File: src/rtl/mips_mux_pkg.sv
// Shared types and constants for the pipelined N:1 selector and its skid buffer.
// Purely declarative: no latency or flow control lives here.
package mips_mux_pkg;

  typedef enum logic [1:0] {
    EMPTY = 2'd0,
    ONE   = 2'd1,
    TWO   = 2'd2
  } state_t;

  localparam logic [63:0] ZERO_DATA = '0;

  // A 1-input mux would give $clog2 == 0; keep at least one select bit.
  function automatic int sel_width(input int n);
    return (n > 1) ? $clog2(n) : 1;
  endfunction

endpackage

File: src/rtl/mux_skid_buf.sv
// Main/skid register pair with a 3-state FSM; 1-cycle latency, strict FIFO order.
// Backpressure: o_rdy is registered from state only and drops the cycle after the skid fills.
module mux_skid_buf
  import mips_mux_pkg::*;
#(
  parameter int DW = 33
) (
  input  logic          clk,
  input  logic          rst_n,
  input  logic          i_vld,
  output logic          o_rdy,
  input  logic [DW-1:0] i_dat,
  output logic          o_vld,
  input  logic          i_rdy,
  output logic [DW-1:0] o_dat
);

  state_t        r_state;
  logic [DW-1:0] r_main;
  logic [DW-1:0] r_skid;
  logic          r_in_ready;
  logic          r_out_valid;
  logic          w_accept;
  logic          w_pop;

  assign w_accept = i_vld && r_in_ready;
  assign w_pop    = r_out_valid && i_rdy;

  always_ff @(posedge clk or negedge rst_n) begin
    if (!rst_n) begin
      r_state     <= EMPTY;
      r_main      <= '0;
      r_skid      <= '0;
      r_in_ready  <= 1'b1;
      r_out_valid <= 1'b0;
    end else begin
      case (r_state)
        EMPTY: begin
          if (w_accept) begin
            r_main      <= i_dat;
            r_state     <= ONE;
            r_out_valid <= 1'b1;
          end
        end
        ONE: begin
          if (w_accept && w_pop) begin
            r_main <= i_dat;
          end else if (w_accept) begin
            r_skid     <= i_dat;
            r_state    <= TWO;
            r_in_ready <= 1'b0;
          end else if (w_pop) begin
            r_state     <= EMPTY;
            r_out_valid <= 1'b0;
          end
        end
        TWO: begin
          // in_ready is low here, so the only event is a pop draining the skid.
          if (w_pop) begin
            r_main     <= r_skid;
            r_state    <= ONE;
            r_in_ready <= 1'b1;
          end
        end
        default: begin
          r_state     <= EMPTY;
          r_in_ready  <= 1'b1;
          r_out_valid <= 1'b0;
        end
      endcase
    end
  end

  assign o_rdy = r_in_ready;
  assign o_vld = r_out_valid;
  assign o_dat = r_main;

endmodule

File: src/rtl/mux_nx1_pipe.sv
// Registered N:1 selector with out-of-range flagging and a saturating error count; 1-cycle latency.
// Backpressure: 2-entry skid absorbs a stall, in_ready is registered with no path from out_ready.
module mux_nx1_pipe
  import mips_mux_pkg::*;
#(
  parameter int WIDTH     = 32,
  parameter int NUM_IN    = 3,
  parameter int SEL_W     = sel_width(NUM_IN),
  parameter int ERR_CNT_W = 8
) (
  input  logic                    clk,
  input  logic                    rst_n,
  input  logic                    in_valid,
  output logic                    in_ready,
  input  logic [SEL_W-1:0]        sel,
  input  logic [NUM_IN*WIDTH-1:0] din,
  output logic                    out_valid,
  input  logic                    out_ready,
  output logic [WIDTH-1:0]        dout,
  output logic                    sel_err,
  output logic [ERR_CNT_W-1:0]    err_count
);

  logic [WIDTH-1:0]     w_data;
  logic                 w_hit;
  logic                 w_accept;
  logic [WIDTH:0]       w_beat;
  logic [WIDTH:0]       w_buf_out;
  logic [ERR_CNT_W-1:0] r_err_count;

  // An index with no matching input falls through to zero data and a miss.
  always_comb begin
    w_data = ZERO_DATA[WIDTH-1:0];
    w_hit  = 1'b0;
    for (int k = 0; k < NUM_IN; k++) begin
      if (sel == k[SEL_W-1:0]) begin
        w_data = din[k*WIDTH +: WIDTH];
        w_hit  = 1'b1;
      end
    end
  end

  assign w_beat   = {~w_hit, w_data};
  assign w_accept = in_valid && in_ready;

  mux_skid_buf #(
    .DW(WIDTH + 1)
  ) u_skid (
    .clk   (clk),
    .rst_n (rst_n),
    .i_vld (in_valid),
    .o_rdy (in_ready),
    .i_dat (w_beat),
    .o_vld (out_valid),
    .i_rdy (out_ready),
    .o_dat (w_buf_out)
  );

  always_ff @(posedge clk or negedge rst_n) begin
    if (!rst_n) begin
      r_err_count <= '0;
    end else if (w_accept && !w_hit && (r_err_count != {ERR_CNT_W{1'b1}})) begin
      r_err_count <= r_err_count + 1'b1;
    end
  end

  assign dout      = w_buf_out[WIDTH-1:0];
  assign sel_err   = w_buf_out[WIDTH];
  assign err_count = r_err_count;

endmodule

File: config.mk
export PLATFORM = sky130hd
export DESIGN_NAME = mux_nx1_pipe
export DESIGN_NICKNAME = d
export VERILOG_FILES = /design/src/rtl/mips_mux_pkg.sv /design/src/rtl/mux_skid_buf.sv /design/src/rtl/mux_nx1_pipe.sv
export SDC_FILE = /design/constraint.sdc
export NUM_CORES = 1
export LEC_CHECK = 0
export CORE_UTILIZATION = 48
export CTS_CLUSTER_SIZE = 28
export DETAILED_ROUTE_END_ITERATION = 16
export PLACE_DENSITY = 0.83
export SETUP_SLACK_MARGIN = 0.02
export SYNTH_ARGS = -nofsm -noshare
export SYNTH_HDL_FRONTEND = slang
export SYNTH_SLANG_ARGS = --single-unit
File: constraint.sdc
create_clock -name clk -period 4.5 [get_ports clk]
set_clock_uncertainty 0.05 [all_clocks]
set_input_delay 0.675 -clock clk [delete_from_list [all_inputs] [get_ports clk]]
set_output_delay 0.675 -clock clk [all_outputs]
set_load 0.05 [all_outputs]
==> run_results.csv, run 1 <==
group,metric,value,unit
placed_design,place_hpwl,8203,um
power,vdd_drop_max,252.9,uV
floorplanning,std_cell_rows,35,
clock_tree,cts.reportedPaths.clkPinSlew,0.07,ns
yosys,synthesis.instances,453,
route,detailroute.wirelength.met2,6269,um
yosys,post-synth-top-area-cell,"dfrtp_1",
timing,timing_max_transition_violations_final,0,
yosys,synth_nets,556,
setup_path,flop_to_flop_setup_slack,2.17,ns
yosys,async_reset_ff_share,100.0,%
route,route.antenna.remaining_nets,0,
finish,layout_commonest_cell,"clkdlybuf4s50_1",
setup_path,critPathTopFamily,"buffers and inverters",
floorplanning,die_area,10120,um2
global_routing,grt_first_pass_wirelength,19910,um
setup_path,worst_setup_end_kind,"register",
route,detailedRoute.firstPassIterationCount,5,
route,drc,0,
yosys,post_synth.cell_area_avg,10.30,um2
setup_path,timing.critical_path.cells,"clkdlybuf4s50_1, a21boi_4, buf_4, nand2_4, mux2_4",
clock_tree,cts_hold_buffers,0,
finish,design.final.nets,666,
timing,finalHoldViolations,0,
setup_path,timing.setup.critical_path_class,"primary input to register",
timing,setup_repair_after_global_routing_missed_its_margin,"false",
setup_path,r2r-start,"u_skid.r_state[0]",
route,via_per_inst,6.000,
finish,finish.utilization,67.36,%
floorplanning,die_x,100.6,um
power,leakage,2.735,nW
global_routing,antenna_found_initial,0,
timing,worst-slew-pin-transition,1.191,ns
clock_tree,tritoncts,"done",
power,power_density_over_the_cells,460.1,nW/um2
route,num_vias,4182,
yosys,ys_seq_elements,78,
setup_path,timing.critical_path.slowest_cell_delay,0.62,ns
run,maxCapViolCount,0,
floorplanning,fp.coreArea,9328,um2
yosys,yosys_warnings,0,
clock_tree,cts_num_sinks,78,
yosys,yosys-top-cells-area,"dfrtp_1, mux2_2, o211ai_1",
setup_path,timing.critical_path.fanout_max,67,
setup_path,worstRegToRegCells,4,
setup_path,critPathBufInv,2,
finish,final_layout_size_suffix_gt1_share,12.68,%
clock_tree,clock_tree.root_cell,"clkbuf_8",
global_routing,pin_count_of_the_biggest_net_entering_global_routing,79,
status,run_status,"complete, no violations",
route,final_routed_wire_length_divided_by_cell_count,17.86,um
clock_tree,cts.path.max_buffers,2,
clock_tree,cts_setup_buffers,0,
route,detail_route.wirelength,12450,um
timing,relSlewSlack,20.50,%
yosys,synthFlopType,"dfrtp_1",
route,highest_layer,"met4",
setup_path,critPathArrivalTime,2.83,ns
finish,area_growth_syn_to_layout,34.64,%
timing,post_route_clock_period_utilization,58.94,%
yosys,yosysSeqAreaShare,41.85,%
route,route.met3.wl,579,um
timing,setup_tns,0,ns
clock_tree,clock_insertion_delay_worst_skew,0.34,ns
route,detail_route.iter0.violations,278,
floorplanning,floorplan.die.height,100.6,um
timing,period_minus_slack,2.652,ns
route,wl_met1,5322,um
finish,final_cell_mix,"clkdlybuf4s50_1, dfrtp_1, a21oi_1",
setup_path,critPathRequiredTime,4.68,ns
yosys,synth_top_area_share,41.29,%
finish,diodes,0,
global_routing,grt_pass1_vias,4145,
setup_path,critical-path-slowest-cell,"buf_4",
worst_hold_path,timing.hold.worst.class,"primary input to async pin",
finish,fillers,736,
timing,max_clock_freq,377.0,MHz
clock_tree,cts_max_level,3,
floorplanning,top_level_ports,145,
clock_tree,cts.repair.resized,0,
global_routing,grt_usage,24.90,%
setup_path,reg2reg_to,"u_skid.r_skid[24]",
placed_design,place_congestion,0.7714,
yosys,synth_enable_flop_cells,0,
global_routing,total_gr_overflow,0,
floorplanning,start_util,50.03,%
clock_tree,cts-buffers-inserted,9,
setup_path,cp-start-kind,"primary input",
yosys,synth_cell_type_count,46,
timing,final-setup-viol-count,0,
yosys,synth.cell_area,4667,um2
placed_design,port_buffers,144,
==> where the power goes <==
part | total, mW | internal, mW | switching (mW)
clock | 0.608 | 0.358 | 0.250
combinational | 1.19 | 0.493 | 0.699
sequential | 1.09 | 0.936 | 0.156
total | 2.89 | 1.79 | 1.11
==> cell type report <==
class | instances | area [um2] | share of cell area, %
multi-input cells | 324 | 2472 | 39.35
flip-flops and latches | 78 | 1953 | 31.08
repair buffers | 147 | 1451 | 23.10
clock buffers | 13 | 168.9 | 2.688
well taps | 129 | 161.4 | 2.569
clock inverters | 3 | 65.06 | 1.035
inverters | 3 | 11.26 | 0.1792
==> state kept, by name (all words and copies together) (netlist names) <==
| signal | flops |
|---|---|
| u_skid.r_skid | 33 |
| u_skid.o_rdy | 1 |
| err_count | 8 |
| u_skid.o_dat | 33 |
| u_skid.r_state | 2 |
| u_skid.o_vld | 1 |
==> per-stage QoR <==
stage | hold WS [ns] | cells | setup slack (ns) | instance area (um2) | total power, mW
2_1_floorplan | 0.3294 | 453 | 2.720 | 4667 | 1.832
6_report | 0.4249 | 697 | 1.848 | 6284 | 2.891
4_1_cts | 0.4633 | 697 | 1.847 | 6284 | 2.898
3_3_place_gp | 0.4340 | 681 | 1.552 | 6050 | 2.260
5_1_grt | 0.4759 | 697 | 1.663 | 6284 | 3.022
3_5_place_dp | 0.4467 | 681 | 1.488 | 6050 | 2.292
==> worst max-delay path by stage <==
stage,startpoint,endpoint,slack [ns],cells past startpoint
floorplan,err_count[0],err_count[1],2.72,4
global placement,in_valid,u_skid.o_dat[32],1.55,4
detailed placement,in_valid,u_skid.o_dat[15],1.49,4
CTS,in_valid,u_skid.o_dat[15],1.85,4
global route,sel[1],u_skid.o_dat[9],1.66,4
finish,out_ready,u_skid.r_skid[24],1.85,5
==> kinds of logic after synthesis <==
| kind of cell | synth area share (%) |
|---|---|
| simple gates | 11.47 |
| compound gates | 27.56 |
| fa+ha+maj | 0.2681 |
| mux | 12.44 |
| xor+xnor | 0.9385 |
| flops | 41.85 |
| buf+inv | 5.469 |
==> Yosys cell counts (2+ instances only) <==
| master | instances |
|---|---|
| o21ai_0 | 14 |
| mux2_2 | 28 |
| xnor2_1 | 2 |
| and3b_1 | 21 |
| a2111oi_2 | 2 |
| buf_6 | 4 |
| o211ai_1 | 32 |
| clkbuf_1 | 27 |
| a31oi_1 | 20 |
| buf_4 | 5 |
| o31ai_2 | 3 |
| nor2_1 | 34 |
| o31ai_1 | 29 |
| nand2_1 | 3 |
| nand2b_1 | 2 |
| mux2_4 | 9 |
| buf_2 | 12 |
| a21oi_1 | 41 |
| xor2_1 | 3 |
| nand3b_1 | 12 |
| o211a_1 | 12 |
| and2_1 | 2 |
| nand3_1 | 2 |
| dfrtp_1 | 77 |
| inv_1 | 3 |
| mux2i_1 | 13 |
| a211oi_1 | 22 |
==> layer usage <==
layer	GRT usage (%)	vias to the layer above
met4	11.37	0
met5	0	-
met2	40.83	150
met1	32.94	2045
met3	3.329	26
li1	-	1961
Note: power is estimated with default switching activity, not from simulation.
==> run 2: changes to the inputs <==
--- a/config.mk
+++ b/config.mk
@@ -5,10 +5,10 @@
 export SDC_FILE = /design/constraint.sdc
 export NUM_CORES = 1
 export LEC_CHECK = 0
-export CORE_UTILIZATION = 48
+export CORE_UTILIZATION = 43
 export CTS_CLUSTER_SIZE = 28
 export DETAILED_ROUTE_END_ITERATION = 16
-export PLACE_DENSITY = 0.83
+export PLACE_DENSITY = 0.79
 export SETUP_SLACK_MARGIN = 0.02
 export SYNTH_ARGS = -nofsm -noshare
 export SYNTH_HDL_FRONTEND = slang
==> constraint.sdc (replaced) <==
create_clock -name clk -period 2.1 [get_ports clk]
set_clock_uncertainty 0.05 [all_clocks]
set_input_delay 0.315 -clock clk [delete_from_list [all_inputs] [get_ports clk]]
set_output_delay 0.315 -clock clk [all_outputs]
set_load 0.05 [all_outputs]
==> run 2 against run 1 <==
Cell count rose by 2.7%. Critical path type is now register to primary output. Largest power group unchanged. Wire length up 1.6%. Non-clock buffer count increased by 13.
==> run_results.csv, run 2 (synthesis results as in run 1) <==
group,metric,value,unit
clock_tree,cts.reportedPaths.clkPinSlew,0.08,ns
global_routing,pin_count_of_the_biggest_net_entering_global_routing,44,
clock_tree,cts_max_level,3,
clock_tree,cts_setup_buffers,0,
placed_design,port_buffers,144,
timing,layout_setup_ws,0.1341,ns
timing,period_minus_slack,1.966,ns
floorplanning,die_area,11270,um2
route,drc,0,
power,vdd_drop_max,558.1,uV
floorplanning,die_x,106.2,um
route,final_routed_wire_length_divided_by_cell_count,17.65,um
power,switchingPower,2.359,mW
placed_design,place_congestion,0.7401,
floorplanning,start_util,44.80,%
setup_path,timing.critical_path.cells,"clkdlybuf4s50_1",
finish,total_area_of_multi_input_combinational_cells,2472,um2
route,route.antenna.remaining_nets,0,
power,p_int,3.556,mW
finish,finish.utilization,61.42,%
setup_path,timing.critical_path.slowest_cell_delay,0.83,ns
finish,diodes,0,
worst_hold_path,timing.hold.worst.class,"primary input to register",
finish,fillers,863,
timing,final.hold.worst_slack,0.3983,ns
timing,relSlewSlack,33.82,%
timing,max_clock_freq,508.7,MHz
placed_design,placement.cell_area,6208,um2
finish,final-instance-count-excl-fill,716,
setup_path,critPathBufInv,1,
setup_path,cp-start-kind,"register",
clock_tree,clock_insertion_delay_worst_skew,0.35,ns
finish,ff_latch_area,1953,um2
timing,worst-slew-pin-transition,0.9882,ns
setup_path,critPathRequiredTime,1.74,ns
global_routing,total_gr_overflow,0,
global_routing,grt_pass1_vias,4164,
setup_path,crit_path_start,"err_count[2]",
finish,layout_commonest_cell,"clkdlybuf4s50_1",
power,power.share.sequential,39.4,%
timing,setup_repair_after_global_routing_missed_its_margin,"false",
power,finalPower,5.915,mW
timing,final-setup-viol-count,0,
setup_path,worst_setup_end_kind,"primary output",
timing,setup_tns,0,ns
status,run_status,"complete, no violations",
setup_path,critPathArrivalTime,1.60,ns
power,p_comb_share,43.4,%
route,detail_route.wirelength,12640,um
route,via_per_inst,5.842,
clock_tree,clock_tree.root_cell,"clkbuf_8",
setup_path,critPathTopFamily,"buffers and inverters",
power,swShare,39.88,%
timing,post_route_clock_period_utilization,93.61,%
global_routing,grt_usage,22.97,%
timing,timing_max_transition_violations_final,0,
route,wl_met1,5407,um
power,power_density_over_the_cells,924.7,nW/um2
setup_path,r2r-start,"u_skid.r_state[1]",
worst_hold_path,hold_path_startpoint,"sel[1]",
floorplanning,floorplan.die.height,106.2,um
floorplanning,fp.coreArea,10420,um2
power,leakage,2.811,nW
route,detail_route.iter0.violations,176,
floorplanning,std_cell_rows,37,
route,highest_layer,"met4",
finish,area_growth_syn_to_layout,37.08,%
finish,final_cell_mix,"clkdlybuf4s50_1, dfrtp_1, a21oi_1",
clock_tree,tritoncts,"done",
global_routing,grt_first_pass_wirelength,20440,um
finish,design.final.nets,679,
setup_path,critical-path-slowest-cell,"clkdlybuf4s50_1",
power,p_clk_share,17.2,%
clock_tree,cts-buffers-inserted,9,
route,detailroute.wirelength.met2,6382,um
setup_path,timing.setup.critical_path_class,"register to primary output",
route,detailedRoute.firstPassIterationCount,4,
setup_path,timing.critical_path.fanout_max,5,
clock_tree,cts_num_sinks,78,
clock_tree,cts.path.max_buffers,2,
run,maxCapViolCount,0,
finish,final_design_area_no_fill,6397,um2
global_routing,antenna_found_initial,0,
placed_design,placed_cells_incl_taps,700,
route,num_vias,4183,
placed_design,place_hpwl,8782,um
placed_design,placement.setup.worst_slack,0.07284,ns
finish,final_layout_size_suffix_gt1_share,14.66,%
floorplanning,top_level_ports,145,
route,route.met3.wl,666,um
timing,finalHoldViolations,0,
[run 2: worst paths after layout]
path / endpoint / slack (ns) / cells after the start
setup / recovery: err_count[2] / 0.13 / 1
hold / removal: err_count[2] / 0.40 / 4
setup reg to reg: u_skid.o_dat[6] / 0.18 / 3
max in group asynchronous: u_skid.o_rdy / 0.91 / 3
hold reg to reg: u_skid.r_skid[23] / 0.47 / 1
min in group asynchronous: err_count[0] / 0.42 / 2
[run 2: timing repair]
| item | in CTS | in global routing |
|---|---|---|
| resized for setup | 0 | 2 |
| hold buffers | 1 | 0 |
| endpoints found under the setup margin | 0 | 2 |
| endpoints found under the hold margin | 38 | 0 |
[run 2: layout make-up]
cell class / count / area share (%)
clock inverters: 4 / 0.3520
repair buffers: 160 / 25.27
clock buffers: 11 / 2.367
inverters: 3 / 0.1760
multi-input cells: 324 / 38.65
flip-flops and latches: 78 / 30.53
well taps: 136 / 2.660
[run 2: power by group through the flow]
stage / clock [mW] / sequential [mW] / combinational (mW)
5_1_grt: 1.11 / 2.38 / 2.72
3_3_place_gp: 0 / 2.31 / 2.53
2_1_floorplan: 0 / 3.21 / 0.714
6_report: 1.02 / 2.33 / 2.57
4_1_cts: 1.03 / 2.33 / 2.59
3_5_place_dp: 0 / 2.34 / 2.58
[run 2: routing by layer]
| metal | track usage [%] | vias to the layer above |
|---|---|---|
| met1 | 29.94 | 2025 |
| li1 | - | 1993 |
| met3 | 3.924 | 16 |
| met5 | 0 | - |
| met2 | 38.59 | 149 |
| met4 | 7.639 | 0 |
==> run 3: changes to the inputs <==
--- a/config.mk
+++ b/config.mk
@@ -5,7 +5,8 @@
 export SDC_FILE = /design/constraint.sdc
 export NUM_CORES = 1
 export LEC_CHECK = 0
-export CORE_UTILIZATION = 43
+export ABC_AREA = 1
+export CORE_UTILIZATION = 42
 export CTS_CLUSTER_SIZE = 28
 export DETAILED_ROUTE_END_ITERATION = 16
 export PLACE_DENSITY = 0.79
==> run 3 against run 2 <==
Sequential share of layout area is 1.5 points higher. Critical path depth unchanged. Worst hold slack improved by 0.035 ns. Count of clock-buffer cells in the layout shrank 1. Global-route usage grew 1.0 points. Clock power rose by 14%.
==> run_results.csv, run 3 <==
group,metric,value,unit
route,num_vias,4530,
timing,setup_tns,0,ns
timing,finalHoldViolations,0,
floorplanning,top_level_ports,145,
setup_path,worst_setup_end_kind,"primary output",
yosys,yosys-top-cells-area,"dfrtp_1, nand2_1, nand3_1",
route,final_routed_wire_length_divided_by_cell_count,13.39,um
finish,area_growth_syn_to_layout,43.31,%
placed_design,placed_cells_incl_taps,881,
yosys,post-synth-top-count-cell,"nand2_1",
setup_path,worst-path-stages,1,
placed_design,place_hpwl,8737,um
status,run_status,"complete, no violations",
clock_tree,cts.reportedPaths.clkPinSlew,0.08,ns
finish,final_layout_size_suffix_gt1_share,6.013,%
power,power_density_over_the_cells,1307,nW/um2
power,finalPower,7.981,mW
timing,worst-slew-pin-transition,0.5961,ns
route,detail_route.iter0.violations,172,
yosys,yosysSeqAreaShare,45.83,%
yosys,yosys_warnings,0,
route,route.antenna.remaining_nets,0,
setup_path,timing.setup.critical_path_class,"register to primary output",
clock_tree,cts_num_sinks,78,
global_routing,antenna_found_initial,0,
timing,setup_repair_after_global_routing_missed_its_margin,"false",
finish,ff_latch_area,1953,um2
setup_path,critPathTopFamily,"buffers and inverters",
finish,layout_commonest_cell,"nand2_1",
yosys,post_synth.cell_area_avg,6.885,um2
setup_path,worstRegToRegCells,7,
clock_tree,clock_insertion_delay_worst_skew,0.34,ns
timing,max_clock_freq,503.5,MHz
power,leakage,3.168,nW
placed_design,placement.setup.worst_slack,0.1845,ns
global_routing,grt_pass1_vias,4414,
clock_tree,cts.path.max_buffers,2,
finish,design.final.nets,863,
setup_path,critical-path-slowest-cell,"clkdlybuf4s50_1",
route,detail_route.wirelength,12020,um
setup_path,critPathBufInv,1,
timing,period_minus_slack,1.986,ns
worst_hold_path,timing.hold.worst.class,"register to register",
yosys,ys_seq_elements,78,
timing,relSlewSlack,60.26,%
setup_path,r2r-start,"u_skid.o_rdy",
yosys,synth_enable_flop_cells,0,
yosys,synth_top_area_share,45.21,%
timing,post_route_clock_period_utilization,94.58,%
setup_path,worstSetupEndpoint,"err_count[5]",
route,detailroute.wirelength.met2,5764,um
setup_path,cp-start-kind,"register",
yosys,synth.cell_area,4262,um2
yosys,synth_nets,722,
finish,final_design_area_no_fill,6107,um2
finish,final-instance-count-excl-fill,898,
placed_design,place_congestion,0.7786,
setup_path,critPathRequiredTime,1.74,ns
clock_tree,clock_tree.root_cell,"clkbuf_8",
route,wl_met1,5160,um
setup_path,timing.critical_path.slowest_cell_delay,0.84,ns
global_routing,pin_count_of_the_biggest_net_entering_global_routing,46,
clock_tree,tritoncts,"done",
placed_design,port_buffers,144,
finish,diodes,0,
timing,layout_setup_ws,0.1137,ns
global_routing,grt_first_pass_wirelength,19680,um
clock_tree,cts_max_level,3,
power,vdd_drop_max,612.0,uV
setup_path,timing.critical_path.cells,"clkdlybuf4s50_1",
finish,finish.utilization,62.19,%
clock_tree,cts-buffers-inserted,9,
floorplanning,fp.coreArea,9819,um2
clock_tree,cts_setup_buffers,0,
timing,timing_max_transition_violations_final,0,
floorplanning,start_util,43.40,%
placed_design,placement.cell_area,5886,um2
setup_path,crit_path_start,"err_count[5]",
global_routing,total_gr_overflow,0,
floorplanning,die_area,10550,um2
yosys,post-synth-top-area-cell,"dfrtp_1",
setup_path,flop_to_flop_setup_slack,0.45,ns
yosys,synth_cell_type_count,20,
timing,final.hold.worst_slack,0.4328,ns
yosys,async_reset_ff_share,100.0,%
yosys,synthFlopType,"dfrtp_1",
global_routing,grt_usage,24.00,%
floorplanning,floorplan.die.height,102.7,um
timing,final-setup-viol-count,0,
route,detailedRoute.firstPassIterationCount,4,
floorplanning,std_cell_rows,36,
setup_path,timing.critical_path.fanout_max,5,
yosys,synth.top_cells.by_count,"nand2_1, dfrtp_1, nor2_1",
yosys,synthesis.instances,619,
finish,total_area_of_multi_input_combinational_cells,2088,um2
route,drc,0,
route,highest_layer,"met4",
finish,fillers,902,
finish,final_cell_mix,"nand2_1, clkdlybuf4s50_1, dfrtp_1",
setup_path,reg2reg_to,"u_skid.r_skid[16]",
setup_path,critPathArrivalTime,1.62,ns
route,via_per_inst,5.045,
route,route.met3.wl,891,um
run,maxCapViolCount,0,
floorplanning,die_x,102.7,um
## run 3: changes by cell type after synthesis, moves of 20 or more
cell,previous run,this run
o31ai_1,29,2
o211ai_1,32,0
nand3_1,2,68
a211oi_1,22,0
mux2_2,28,0
nand2_1,3,302
nand4_1,0,33
a31oi_1,20,0
and3b_1,21,0
a21oi_1,41,1
nor2_1,34,73
## run 3: tightest hold or removal path: stages (launching register included)
cell and delay (ns):
dfrtp_1 0.35, nand2_1 0.05, nand2_1 0.05
## run 3: what timing repair did
item / 4_1_cts / 5_1_grt
gates resized for setup: 0 / 1
endpoints found under the hold margin: 43 / 0
endpoints found under the setup margin: 0 / 1
hold buffers: 1 / 0
## run 3: final cells by class
class | count | share of cell area (%)
clock buffer | 10 | 2.254
timing repair buffer | 163 | 26.76
inverter | 15 | 0.9219
tap | 133 | 2.725
multi-input combinational | 493 | 34.19
sequential | 78 | 31.98
clock inverter | 6 | 1.168
## run 3: kinds of logic (layout without fill, tap and decap cells)
logic type	count (synthesis)	count (layout)	synth area share (%)
flops	78	78	45.83
compound gates	9	9	1.174
fa+ha+maj	1	1	0.2936
buf+inv	48	194	5.402
simple gates	479	479	46.48
xor+xnor	4	4	0.8222
## run 3: metal layers
metal	up-vias	track usage (%)
met1	2106	29.20
met3	15	4.407
met4	0	8.776
li1	2262	-
met2	147	42.46
met5	-	0
## run 3: worst min-delay path by stage
| stage | from | to | slack (ns) | depth (start not counted) |
|---|---|---|---|---|
| after CTS | u_skid.r_skid[19] | u_skid.r_skid[19] | 0.44 | 2 |
| after global routing | u_skid.r_skid[10] | u_skid.r_skid[10] | 0.45 | 2 |
| after detailed placement | rst_n | u_skid.o_dat[15] | 0.31 | 1 |
| final | u_skid.r_skid[18] | u_skid.r_skid[18] | 0.43 | 2 |
| after floorplan | rst_n | err_count[0] | -0.03 | 0 |
| after global placement | rst_n | u_skid.o_dat[15] | 0.30 | 1 |
## run 3: where the power goes
group / total, mW / internal (mW) / leakage (nW) / switching [mW]
clock network: 1.16 / 0.587 / 0.0987 / 0.571
logic: 4.24 / 1.52 / 2.07 / 2.73
registers: 2.58 / 2.17 / 0.998 / 0.409
total: 7.98 / 4.28 / 3.17 / 3.71
